`src/rtl/ifetch_unit_if.sv`:
```
// Instruction-memory read port between the fetch stage and the instruction memory.
// One outstanding request at a time; data is returned with a single rvalid pulse.
interface ifetch_unit_if #(
   parameter int ISA_WIDTH  = 32,
   parameter int ADDR_WIDTH = 14
) ();
   logic                  imem_req;
   logic [ADDR_WIDTH-1:0] imem_addr;
   logic                  imem_rvalid;
   logic [ISA_WIDTH-1:0]  imem_rdata;

   modport master (
      output imem_req,
      output imem_addr,
      input  imem_rvalid,
      input  imem_rdata
   );

   modport slave (
      input  imem_req,
      input  imem_addr,
      output imem_rvalid,
      output imem_rdata
   );
endinterface

```
`src/rtl/ifetch_unit.sv`:
```
// Instruction fetch stage: owns the PC, fetches one word per trip from a variable-latency
// imem and resolves the next PC from the control results of the presented instruction.
//
// state  | meaning
// S_REQ  | issue a one-cycle read request for the word at pc
// S_WAIT | request outstanding, waiting for imem_rvalid
// S_HOLD | instruction presented to decoder until stall drops
module ifetch_unit #(
   parameter int                   ISA_WIDTH  = 32,
   parameter int                   ADDR_WIDTH = 14,
   parameter logic [ISA_WIDTH-1:0] PC_RESET   = '0
) (
   input  logic                 clock,
   input  logic                 reset,
   ifetch_unit_if.master        imem,
   input  logic                 stall,
   input  logic                 Branch,
   input  logic                 nBranch,
   input  logic                 Jmp,
   input  logic                 Jal,
   input  logic                 Jr,
   input  logic                 Zero,
   input  logic [ISA_WIDTH-1:0] Addr_result,
   input  logic [ISA_WIDTH-1:0] Read_data_1,
   output logic [ISA_WIDTH-1:0] Instruction,
   output logic                 inst_valid,
   output logic [ISA_WIDTH-1:0] branch_base_addr,
   output logic [ISA_WIDTH-1:0] opcplus4
);

   typedef enum logic [1:0] {S_REQ, S_WAIT, S_HOLD} state_t;

   state_t                state_q, state_d;
   logic [ISA_WIDTH-1:0]  pc_q, pc_d;
   logic [ISA_WIDTH-1:0]  instr_q, instr_d;
   logic [ISA_WIDTH-1:0]  link_q, link_d;
   logic                  valid_q, valid_d;
   logic                  req_q, req_d;
   logic [ADDR_WIDTH-1:0] addr_q, addr_d;
   logic [ISA_WIDTH-1:0]  pc_plus4;
   logic [ISA_WIDTH-1:0]  next_pc;
   logic                  br_taken;
   logic                  unused_bits;

   assign pc_plus4    = pc_q + ISA_WIDTH'(4);
   assign br_taken    = (Branch & Zero) | (nBranch & ~Zero);
   assign unused_bits = ^{Read_data_1[1:0], Addr_result[1:0]};

   // Jr beats j/jal beats conditional branch; every target is word aligned.
   always_comb begin
      next_pc = pc_plus4;
      if (Jr) begin
         next_pc = {Read_data_1[ISA_WIDTH-1:2], 2'b00};
      end else if (Jmp | Jal) begin
         next_pc = {pc_plus4[ISA_WIDTH-1:ISA_WIDTH-4], instr_q[25:0], 2'b00};
      end else if (br_taken) begin
         next_pc = {Addr_result[ISA_WIDTH-1:2], 2'b00};
      end
   end

   always_comb begin
      state_d = state_q;
      pc_d    = pc_q;
      instr_d = instr_q;
      link_d  = link_q;
      valid_d = valid_q;
      req_d   = 1'b0;
      addr_d  = addr_q;
      case (state_q)
         S_REQ: begin
            req_d   = 1'b1;
            addr_d  = pc_q[ADDR_WIDTH+1:2];
            state_d = S_WAIT;
         end
         S_WAIT: begin
            if (imem.imem_rvalid) begin
               instr_d = imem.imem_rdata;
               valid_d = 1'b1;
               state_d = S_HOLD;
            end
         end
         S_HOLD: begin
            if (!stall) begin
               pc_d    = next_pc;
               valid_d = 1'b0;
               state_d = S_REQ;
               if (Jal) begin
                  link_d = pc_plus4;
               end
            end
         end
         default: begin
            state_d = S_REQ;
         end
      endcase
   end

   always_ff @(posedge clock or negedge reset) begin
      if (!reset) begin
         state_q <= S_REQ;
         pc_q    <= PC_RESET;
         instr_q <= '0;
         link_q  <= '0;
         valid_q <= 1'b0;
         req_q   <= 1'b0;
         addr_q  <= '0;
      end else begin
         state_q <= state_d;
         pc_q    <= pc_d;
         instr_q <= instr_d;
         link_q  <= link_d;
         valid_q <= valid_d;
         req_q   <= req_d;
         addr_q  <= addr_d;
      end
   end

   assign imem.imem_req    = req_q;
   assign imem.imem_addr   = addr_q;
   assign Instruction      = instr_q;
   assign inst_valid       = valid_q;
   assign opcplus4         = link_q;
   assign branch_base_addr = pc_plus4;

endmodule

```
`src/flat_wrapper.sv`:
```
// flat-port wrapper written by rule: the top's interface ports become plain ports
module ifetch_unit_flat 
#(
   parameter int                   ISA_WIDTH  = 32,
   parameter int                   ADDR_WIDTH = 14,
   parameter logic [ISA_WIDTH-1:0] PC_RESET   = '0
)
  (clock, reset, stall, Branch, nBranch, Jmp, Jal, Jr, Zero, Addr_result, Read_data_1, Instruction, inst_valid, branch_base_addr, opcplus4, imem_imem_req, imem_imem_addr, imem_imem_rvalid, imem_imem_rdata);
  ifetch_unit_if #(.ISA_WIDTH(ISA_WIDTH), .ADDR_WIDTH(ADDR_WIDTH)) imem_i ();
  input  logic clock;
  input  logic reset;
  input  logic stall;
  input  logic Branch;
  input  logic nBranch;
  input  logic Jmp;
  input  logic Jal;
  input  logic Jr;
  input  logic Zero;
  input  logic [ISA_WIDTH-1:0] Addr_result;
  input  logic [ISA_WIDTH-1:0] Read_data_1;
  output logic [ISA_WIDTH-1:0] Instruction;
  output logic inst_valid;
  output logic [ISA_WIDTH-1:0] branch_base_addr;
  output logic [ISA_WIDTH-1:0] opcplus4;
  output wire logic [$bits(imem_i.imem_req)-1:0] imem_imem_req;
  output wire logic [$bits(imem_i.imem_addr)-1:0] imem_imem_addr;
  input wire logic [$bits(imem_i.imem_rvalid)-1:0] imem_imem_rvalid;
  input wire logic [$bits(imem_i.imem_rdata)-1:0] imem_imem_rdata;
  assign imem_imem_req = imem_i.imem_req;
  assign imem_imem_addr = imem_i.imem_addr;
  assign imem_i.imem_rvalid = imem_imem_rvalid;
  assign imem_i.imem_rdata = imem_imem_rdata;
  ifetch_unit #(.ISA_WIDTH(ISA_WIDTH), .ADDR_WIDTH(ADDR_WIDTH), .PC_RESET(PC_RESET)) u_core (.clock(clock), .reset(reset), .imem(imem_i), .stall(stall), .Branch(Branch), .nBranch(nBranch), .Jmp(Jmp), .Jal(Jal), .Jr(Jr), .Zero(Zero), .Addr_result(Addr_result), .Read_data_1(Read_data_1), .Instruction(Instruction), .inst_valid(inst_valid), .branch_base_addr(branch_base_addr), .opcplus4(opcplus4));
endmodule
```
`config.mk`:
```
export PLATFORM = sky130hd
export DESIGN_NAME = ifetch_unit_flat
export DESIGN_NICKNAME = d
export VERILOG_FILES = /design/src/rtl/ifetch_unit_if.sv /design/src/rtl/ifetch_unit.sv /design/src/flat_wrapper.sv
export SDC_FILE = /design/constraint.sdc
export NUM_CORES = 1
export LEC_CHECK = 0
export BUFFER_PORTS_ARGS = -buffer_cell sky130_fd_sc_hd__buf_2
export CORE_MARGIN = 2
export CORE_UTILIZATION = 45
export CTS_CLUSTER_DIAMETER = 40
export DETAILED_ROUTE_END_ITERATION = 10
export PLACE_DENSITY = 0.81
export SYNTH_ARGS = -nofsm -noshare
export SYNTH_HDL_FRONTEND = slang
export SYNTH_SLANG_ARGS = --single-unit
```
`constraint.sdc`:
```
create_clock -name clock -period 1.8 [get_ports clock]
set_clock_uncertainty 0.05 [all_clocks]
set_input_delay 0.36 -clock clock [delete_from_list [all_inputs] [get_ports clock]]
set_output_delay 0.36 -clock clock [all_outputs]
set_load 0.01 [all_outputs]
```
==> out/qor_table.md <==
| Item | Value |
|---|---|
| Kind of path behind the tightest hold check | in2reg |
| Total length of routed wires | 21340 um |
| Final period utilization | 136.5% |
| Share of layout cells above drive strength 1 | 61.70% |
| Aggregate global-route resource usage | 30.10% |
| Mean cell area of the mapped netlist | 10.60 um2 |
| Clock insertion delay at the later pin of the skew report | 0.36 ns |
| Via count | 5885 |
| Achievable Freq | 407.0 MHz |
| Detail Route Antenna Nets | 0 |
| Final setup margin | -0.6569 ns |
| Fin util | 73.32% |
| Final Setup Violations | 59 |
| Leading cell types in the layout, fill and taps excluded | sky130_fd_sc_hd__buf_2, sky130_fd_sc_hd__buf_4, sky130_fd_sc_hd__dfrtp_1 |
| Min cycle time layout | 2.457 ns |
| Number of standard-cell rows in the floorplan | 41 |
| Detailed-router iteration count before antenna repair | 5 |
| Vias in the first global route | 5839 |
| Number of buffers added by the clock tree synthesis step | 9 |
| Unique cell type count in the Yosys netlist | 65 |
| Overall die area | 0.01368 mm2 |
| Routed wire per std cell | 20.40 um |
| Layout Cells excl Fill | 1046 |
| Half-perimeter wire length after detailed placement | 15050 um |
| Cell at the root of the clock tree | sky130_fd_sc_hd__clkbuf_16 |
| Unrepaired setup endpoints after global routing | yes |
| Number of buffers on the longest clock path | 2 |
| Type of destination of the critical path | output port |
| Routed metal-1 wirelength | 8635 um |
| Dpl cells | 996 |
| Area of the placeable core | 0.01252 mm2 |
| Effective utilization at floorplan | 45.89% |
| Die boundary width | 117.0 um |
| DRC violations left | 0 |
| Clk pin slew, worst setup/hold paths | 0.08 ns |
| Pwr/cell area | 1662 mW/mm2 |
| Pins Over Slew Limit | 0 |
| Prevailing post-synth register cell | sky130_fd_sc_hd__dfrtp_1 |
| Via density per instance | 5.626 |
| Leading cell type in the layout, fill and taps excluded | sky130_fd_sc_hd__buf_2 |
| Critical Path RT | 1.39 ns |
| Final total negative setup slack | -16.38 ns |
| Die Span Y | 117.0 um |
| First-pass GRT wire length | 31020 um |
| Result of the run | finished with violations |
| Portion of the post-synthesis area used by sequential elements | 47.92% |
| Number of max-cap violations | 0 |
| Detailed Route Iter0 Violations | 416 |
| Final-report hold violation count | 0 |
| EDFF count, synth | 0 |
| Type of element launching the critical path | flop |
| Flop and latch count out of synthesis | 110 |
| Maximum fanout along the worst path | 4 |
| Overflow left after global routing | 0 |
| Met3 routed WL | 1719 um |
| Initial antenna violation count | 2 |
| Total number of clock tree sinks | 110 |
| Gate count of the mapped netlist | 542 |
| Maximum number of pins on one net before global-route repair | 47 |
| Violations in the final reports | negative setup slack |
| Worst Path Arrival | 2.05 ns |
| Met2 wire len | 10320 um |
| Standby leakage power | 4.378 nW |
| Post-synthesis instance area | 0.005744 mm2 |
| CTS tree | done |
| Fraction of registers with async set/reset | 100.0% |
| Port Buffer Count | 209 |
| Routability congestion estimate | 0.9621 |
| Max rail drop VDD | 0.001073 V |
| Highest metal layer with signal wires | met4 |
| Signed area change from the synthesized netlist to the final layout | 59.77% |
| Net total in the final layout | 974 |
| Depth of the CTS H-tree | 3 |
| Top-Level Pins | 218 |
| Critical path class | reg2out |
| Number of warnings reported in the yosys synthesis log | 0 |
| Design Power | 15.26 mW |
[timing repair]
| item | CTS | global route |
|---|---|---|
| buffers inserted | 29 | 21 |
| hold endpoints to repair | 24 | 0 |
| gates cloned | 0 | 0 |
| hold buffers | 1 | 0 |
| gates resized for setup | 82 | 72 |
| endpoints found under the setup margin | 56 | 70 |
| pin swaps | 46 | 35 |
[final cells by class]
| class | count | area, um2 |
|---|---|---|
| Multi-Input combinational cell | 387 | 3491 |
| Fill cell | 889 | 3339 |
| Sequential cell | 110 | 2764 |
| Timing Repair Buffer | 348 | 2322 |
| Clock buffer | 9 | 225.2 |
| Tap cell | 172 | 215.2 |
| Clock inverter | 7 | 113.9 |
| Inverter | 11 | 41.29 |
| Antenna cell | 2 | 5.005 |
[final timing paths]
check | start | endpoint | slack (ns) | cells past startpoint
setup / recovery | u_core.pc_q[2] | branch_base_addr[24] | -0.66 | 6
hold / removal | imem_imem_rvalid | u_core.state_q[0] | 0.13 | 2
setup reg to reg | u_core.pc_q[2] | u_core.pc_q[24] | -0.42 | 8
hold reg to reg | u_core.inst_valid | u_core.inst_valid | 0.43 | 2
max in group asynchronous | reset | u_core.pc_q[12] | 0.70 | 3
min in group asynchronous | reset | u_core.Instruction[30] | 0.41 | 2
[cells by family (layout without fill, tap and decap cells)]
group                    Yosys count  in the layout  share of synthesized area (%)
XOR/XNOR                          25             25                          3.812
buffers and inverters             48            375                          3.964
AND/OR/NAND/NOR                  162            162                          15.23
other                              1              6                        0.06528
adder cells (fa/ha/maj)            1              1                         0.2178
multiplexers                      75             75                          14.68
AO/OA/AOI/OAI                    120            120                          14.12
flip-flops                       110            110                          47.92
[layer usage]
| layer | vias up | global-route usage [%] |
|---|---|---|
| li1 | 2635 | - |
| met1 | 2875 | 39.65 |
| met2 | 325 | 47.59 |
| met3 | 50 | 6.179 |
| met4 | 0 | 14.75 |
| met5 | - | 0 |
[power by group]
group          switching (mW)  internal [mW]
Sequential               1.07           3.70
Combinational            3.89           4.31
Clock                    1.03           1.26
Total                    5.99           9.26
[synthesized netlist by cell type, types with 3 or more instances]
library cell / n / area (um2)
sky130_fd_sc_hd__inv_1: 11 / 41.29
sky130_fd_sc_hd__nand4_1: 11 / 68.82
sky130_fd_sc_hd__a21oi_1: 31 / 155.2
sky130_fd_sc_hd__xnor2_1: 19 / 166.4
sky130_fd_sc_hd__clkbuf_1: 22 / 82.58
sky130_fd_sc_hd__mux2_2: 74 / 833.3
sky130_fd_sc_hd__buf_2: 4 / 20.02
sky130_fd_sc_hd__and4_1: 4 / 35.03
sky130_fd_sc_hd__or2_2: 5 / 31.28
sky130_fd_sc_hd__and2_1: 5 / 31.28
sky130_fd_sc_hd__buf_4: 5 / 37.54
sky130_fd_sc_hd__xor2_1: 6 / 52.55
sky130_fd_sc_hd__nand3_1: 18 / 90.09
sky130_fd_sc_hd__nor3_1: 5 / 25.02
sky130_fd_sc_hd__nand2b_1: 5 / 31.28
sky130_fd_sc_hd__a2bb2oi_1: 4 / 35.03
sky130_fd_sc_hd__a31oi_1: 7 / 43.79
sky130_fd_sc_hd__o31ai_1: 4 / 30.03
sky130_fd_sc_hd__nor4_1: 5 / 31.28
sky130_fd_sc_hd__a221oi_1: 6 / 52.55
sky130_fd_sc_hd__a211oi_1: 5 / 37.54
sky130_fd_sc_hd__o22ai_1: 3 / 18.77
sky130_fd_sc_hd__o31a_1: 4 / 35.03
sky130_fd_sc_hd__a32o_1: 3 / 30.03
sky130_fd_sc_hd__and3_1: 8 / 50.05
sky130_fd_sc_hd__nand2_1: 45 / 168.9
sky130_fd_sc_hd__a221o_1: 4 / 40.04
sky130_fd_sc_hd__or3_1: 4 / 25.02
sky130_fd_sc_hd__nor2_1: 32 / 120.1
sky130_fd_sc_hd__a31o_2: 3 / 26.28
sky130_fd_sc_hd__o211ai_1: 4 / 30.03
sky130_fd_sc_hd__dfrtp_1: 110 / 2753
sky130_fd_sc_hd__clkbuf_2: 3 / 15.01
sky130_fd_sc_hd__o21ai_0: 23 / 115.1
[critical path, cell delays in order (launching register included)]
cell and delay [ns]:
sky130_fd_sc_hd__dfrtp_1 0.43, sky130_fd_sc_hd__ha_4 0.19, sky130_fd_sc_hd__and2_4 0.16, sky130_fd_sc_hd__nand3_2 0.09, sky130_fd_sc_hd__or4_4 0.48, sky130_fd_sc_hd__xnor2_4 0.18, sky130_fd_sc_hd__buf_2 0.15
[metrics by stage]
step / setup slack, ns / hold WS, ns / area, um2
2_1_floorplan: -0.1440 / 0.01441 / 5932
3_5_place_dp: -0.2783 / 0.2416 / 7851
3_3_place_gp: -0.2328 / 0.2357 / 7851
6_report: -0.6569 / 0.1268 / 9178
4_1_cts: -0.6287 / 0.1256 / 8827
5_1_grt: -0.7015 / 0.1365 / 9178
[registers in the layout, summed over array words and instances, names as in the netlist]
register               flops
u_core.imem.imem_addr     14
u_core.pc_q               30
u_core.state_q             2
u_core.imem.imem_req       1
u_core.inst_valid          1
u_core.Instruction        32
u_core.opcplus4           30
(Power assumes the default switching activity.)
